==> src/rtl/enc3_neuron_seq.sv <==
// rtl/enc3_neuron_seq.sv - one encoder-3 neuron: shared signed MAC over N_TAPS taps, bias, rescale, saturate, optional ReLU
module enc3_neuron_seq #(
    parameter int DATA_WIDTH = 16,
    parameter int FRAC_BITS  = 10,
    parameter int N_TAPS     = 16,
    parameter int ACC_WIDTH  = 40,
    parameter int RELU_EN    = 1
) (
    input  logic                           clk,
    input  logic                           rst,
    input  logic                           in_valid,
    output logic                           in_ready,
    input  logic [N_TAPS*DATA_WIDTH-1:0]   in_vec,
    input  logic [N_TAPS*DATA_WIDTH-1:0]   w_vec,
    input  logic [DATA_WIDTH-1:0]          bias,
    output logic                           out_valid,
    input  logic                           out_ready,
    output logic [DATA_WIDTH-1:0]          out_data,
    output logic                           busy
);

    localparam int CNT_W = (N_TAPS > 1) ? $clog2(N_TAPS) : 1;
    localparam logic signed [ACC_WIDTH-1:0] SAT_MAX =
        {{(ACC_WIDTH-DATA_WIDTH+1){1'b0}}, {(DATA_WIDTH-1){1'b1}}};
    localparam logic signed [ACC_WIDTH-1:0] SAT_MIN =
        {{(ACC_WIDTH-DATA_WIDTH+1){1'b1}}, {(DATA_WIDTH-1){1'b0}}};

    typedef enum logic [1:0] {IDLE, MAC, FINAL, OUT} state_t;

    state_t                         r_state;
    logic [CNT_W-1:0]               r_cnt;
    logic signed [ACC_WIDTH-1:0]    r_acc;
    logic signed [DATA_WIDTH-1:0]   r_x [N_TAPS];
    logic signed [DATA_WIDTH-1:0]   r_w [N_TAPS];
    logic signed [DATA_WIDTH-1:0]   r_bias;

    logic signed [2*DATA_WIDTH-1:0] w_prod;
    logic signed [ACC_WIDTH-1:0]    w_prod_ext;
    logic signed [ACC_WIDTH-1:0]    w_bias_ext;
    logic signed [ACC_WIDTH-1:0]    w_sum;
    logic signed [ACC_WIDTH-1:0]    w_shr;
    logic [DATA_WIDTH-1:0]          w_sat;
    logic [DATA_WIDTH-1:0]          w_result;

    assign w_prod     = r_x[r_cnt] * r_w[r_cnt];
    assign w_prod_ext = {{(ACC_WIDTH-2*DATA_WIDTH){w_prod[2*DATA_WIDTH-1]}}, w_prod};
    assign w_bias_ext = {{(ACC_WIDTH-DATA_WIDTH){r_bias[DATA_WIDTH-1]}}, r_bias};
    assign w_sum      = r_acc + (w_bias_ext <<< FRAC_BITS);
    // Arithmetic shift floors toward -inf, matching the Q-format rescale.
    assign w_shr      = w_sum >>> FRAC_BITS;

    always_comb begin
        w_sat = w_shr[DATA_WIDTH-1:0];
        if (w_shr > SAT_MAX) begin
            w_sat = {1'b0, {(DATA_WIDTH-1){1'b1}}};
        end else if (w_shr < SAT_MIN) begin
            w_sat = {1'b1, {(DATA_WIDTH-1){1'b0}}};
        end
        w_result = w_sat;
        if ((RELU_EN != 0) && w_sat[DATA_WIDTH-1]) begin
            w_result = '0;
        end
    end

    always_ff @(posedge clk) begin
        if (rst) begin
            r_state   <= IDLE;
            r_cnt     <= '0;
            r_acc     <= '0;
            r_bias    <= '0;
            in_ready  <= 1'b1;
            out_valid <= 1'b0;
            out_data  <= '0;
            busy      <= 1'b0;
            for (int i = 0; i < N_TAPS; i++) begin
                r_x[i] <= '0;
                r_w[i] <= '0;
            end
        end else begin
            case (r_state)
                IDLE: begin
                    if (in_valid && in_ready) begin
                        for (int i = 0; i < N_TAPS; i++) begin
                            r_x[i] <= in_vec[i*DATA_WIDTH +: DATA_WIDTH];
                            r_w[i] <= w_vec[i*DATA_WIDTH +: DATA_WIDTH];
                        end
                        r_bias   <= bias;
                        r_acc    <= '0;
                        r_cnt    <= '0;
                        in_ready <= 1'b0;
                        busy     <= 1'b1;
                        r_state  <= MAC;
                    end
                end
                MAC: begin
                    r_acc <= r_acc + w_prod_ext;
                    r_cnt <= r_cnt + 1'b1;
                    if (r_cnt == CNT_W'(N_TAPS-1)) begin
                        r_state <= FINAL;
                    end
                end
                FINAL: begin
                    out_data  <= w_result;
                    out_valid <= 1'b1;
                    r_state   <= OUT;
                end
                OUT: begin
                    if (out_ready) begin
                        out_valid <= 1'b0;
                        in_ready  <= 1'b1;
                        busy      <= 1'b0;
                        r_state   <= IDLE;
                    end
                end
                default: r_state <= IDLE;
            endcase
        end
    end

endmodule
==> config.mk <==
export PLATFORM = sky130hd
export DESIGN_NAME = enc3_neuron_seq
export DESIGN_NICKNAME = d
export VERILOG_FILES = /design/src/rtl/enc3_neuron_seq.sv
export SDC_FILE = /design/constraint.sdc
export NUM_CORES = 2
export LEC_CHECK = 0
export ABC_CLOCK_PERIOD_IN_PS = 29900
export CAP_MARGIN = 10
export CORE_ASPECT_RATIO = 1.2
export CORE_MARGIN = 2
export CORE_UTILIZATION = 40
export DETAILED_ROUTE_END_ITERATION = 8
export GPL_ROUTABILITY_DRIVEN = 0
export GPL_TIMING_DRIVEN = 1
export MAX_ROUTING_LAYER = met4
export PLACE_DENSITY = 0.67
export SYNTH_ARGS = -nofsm -noshare
export SYNTH_HDL_FRONTEND = slang
export SYNTH_SLANG_ARGS = --single-unit
==> constraint.sdc <==
create_clock -name clk -period 29.9 [get_ports clk]
set_clock_uncertainty 0.2 [all_clocks]
set_input_delay 2.99 -clock clk [delete_from_list [all_inputs] [get_ports clk]]
set_output_delay 2.99 -clock clk [all_outputs]
set_load 0.005 [all_outputs]
==> out/metrics.yaml <==
reg2reg_setup_slack_ns: 19.97
max_slew_margin_pct: 24.3
area_delta_synth_final_pct: 22.6
period_needed_ns: 9.93
antenna_found_initial: 21
hold_path.class: "reg2reg"
tightest_slew_ns: 1.13
cp-end-kind: "flop"
insertion_delay_ns: 0.68
post-cts-setup-buffers: 0
portBuffers: 549
synth-main-ff-cell: "edfxtp_1"
ys.warnings.count: 0
grt_overflow: 0
worst_r2r_path_depth: 27
reg2reg_to: "r_acc[39]"
cts_resized: 0
rsz0062_at_grt: "no"
synthCells: 3246
netlist_area_um2: 39300
synth_seq_cells: 596
finalHoldViolations: 0
pin_count: 551
die_area_um2: 101000
cts_root_buffer: "clkbuf_16"
layout_commonest_cell: "clkdlybuf4s50_1"
clkTransAtPathRegs_ns: 0.06
viasPerCell: 5.14
drtIter0Drc: 2230
post-dp-hpwl_um: 85800
cts_buffers: 61
grt_pass1_wl_um: 167000
register_area_um2: 17100
cts.sinks: 596
startpoint_type: "flop"
critPathCapture: "r_acc[39]"
die_x_um: 290
worst-path-max-fanout: 35
cts_tree: "yes"
cts_buffer_depth: 3
nFillCells: 8536
cp.arrival_ns: 10.24
fmax_ghz: 0.101
seq_area_frac_synth_pct: 43.4
fp-row-count: 125
yosys.cell_types.count: 67
cts-htree-levels: 2
status: "finished clean"
avgRoutedWirePerCell_um: 21.6
chipHeight_um: 347
drc: 0
drt_wl_total_um: 110000
syn_nets: 4259
start_util_pct: 40.5
slew_viol_final: 0
core_area_um2: 97100
grt_max_degree: 197
setup_viol: 0
synth.avg_cell_area_um2: 12.1
grtUsageTotal_pct: 22.5
finalCritPeriodShare_pct: 33.2
final_cell_mix: "clkdlybuf4s50_1 (548), edfxtp_1 (512), inv_1 (424)"
drive_above_1_share_pct: 8.14
hold_buffers: 0
cap_violations: 0
multi_input_area_um2: 20100
vias: 26120
grt_pass1_vias: 27606
synth_edf_count: 512
postRouteAntennaNets: 0
final_nets: 4757
path_class: "reg2reg"
async_reset_ff_share_pct: 0
drt-pass1-iter-count: 5
setup_tns_ns: 0
worstPathRequired_ns: 30.22
sequential cells by signal, summed over array words and instances, names as in the netlist, named ones only:
register / count
busy: 1
in_ready: 1
out_data: 15
out_valid: 1
r_acc: 40
r_bias: 16
r_cnt: 4
r_state: 2
r_w: 256
r_x: 256
per-layer routing:
| metal | vias up | GRT usage, % | part of all wire [%] |
|---|---|---|---|
| met1 | 13074 | 27.9 | 40 |
| li1 | 11930 | - | - |
| met2 | 954 | 38.1 | 51 |
| met3 | 162 | 3.27 | 5.9 |
| met5 | - | - | 0 |
| met4 | 0 | 6.93 | 3.0 |
kinds of logic after synthesis:
logic type / synth area share (%)
buf+inv: 5.57
fa+ha+maj: 21.6
flops: 43.4
mux: 9.13
compound gates: 5.18
other cells: 0.00954
simple gates: 13.8
xor+xnor: 1.25
worst min path at each step:
stage / slack, ns / depth (start not counted) / start / end
floorplan: 0.24 / 2 / r_bias[0] / r_bias[0]
global placement: 0.25 / 2 / r_bias[2] / r_bias[2]
detailed placement: 0.25 / 2 / r_bias[0] / r_bias[0]
CTS: 0.26 / 2 / r_bias[0] / r_bias[0]
global route: 0.28 / 2 / r_bias[14] / r_bias[14]
finish: 0.26 / 2 / r_bias[0] / r_bias[0]
cell usage after synthesis (all sizes together) (3+ instances only):
master / count / area, um^2
and3: 9 / 56.3
o22ai: 3 / 18.8
xor2: 25 / 219
a2111oi: 3 / 26.3
a32oi: 3 / 26.3
a31oi: 12 / 81.3
a221oi: 5 / 43.8
nor3: 5 / 25.0
a211o: 4 / 35.0
o2111ai: 4 / 35.0
nor2b: 206 / 1290
or2: 7 / 43.8
nand3: 13 / 65.1
mux4: 139 / 3130
ha: 150 / 1880
xnor2: 31 / 272
inv: 424 / 1590
nor3b: 4 / 30.0
dfxtp: 84 / 1680
or3: 4 / 25.0
a22o: 4 / 35.0
o211ai: 6 / 45.0
a21boi: 3 / 22.5
a21o: 22 / 165
a22oi: 23 / 173
edfxtp: 512 / 15400
o21bai: 9 / 67.6
buf: 27 / 131
fa: 331 / 6630
o21ai: 65 / 325
nand2b: 19 / 119
a21oi: 87 / 439
a211oi: 28 / 210
nand4: 8 / 50.1
clkbuf: 124 / 465
nand2: 204 / 766
and2: 321 / 2010
mux2: 21 / 236
nor2: 235 / 882
o21a: 15 / 113
mux2i: 22 / 220
per-stage QoR:
step / instances / area (um^2) / hold WS [ns] / setup slack, ns / util, %
3_3_place_gp: 4951 / 46100 / 0.249 / 20.20 / 47.5
6_report: 5083 / 48200 / 0.263 / 19.97 / 49.6
2_1_floorplan: 3246 / 39300 / 0.240 / 12.81 / -
4_1_cts: 5065 / 48100 / 0.262 / 19.93 / 49.6
3_5_place_dp: 4951 / 46100 / 0.253 / 20.00 / 47.5
5_1_grt: 5082 / 48200 / 0.280 / 19.31 / 49.6
critical path: stages, from the launching register on:
cell and delay, ns:
dfxtp_4 0.60, buf_4 0.53, buf_4 0.67, mux4_2 0.58, mux2_2 0.31, o21ai_1 0.87
nor2_1 0.18, fa_1 0.56, inv_1 0.05, fa_1 0.46, fa_1 0.50, fa_1 0.54
inv_1 0.05, fa_1 0.47, inv_1 0.05, fa_1 0.47, inv_1 0.04, ha_1 0.36
nand4_1 0.13, o22ai_1 0.08, a211oi_1 0.34, a21oi_1 0.20, o2111ai_1 0.37, nand2_1 0.17
a21oi_1 0.35, o311ai_0 0.22, xnor2_1 0.17, a22o_1 0.18
area by class of cell:
type                    count  area share [%]
diodes                     18          0.0935
inverters                 424            3.30
repair buffers            586            12.1
flip-flops and latches    596            35.4
clock inverters            31           0.577
multi-input cells        2075            41.7
well taps                1270            3.30
clock buffers              83            3.57
Power is left out: the tool's default activity adds up to more than one toggle a clock period on the data nets, which glitch-free logic cannot reach.
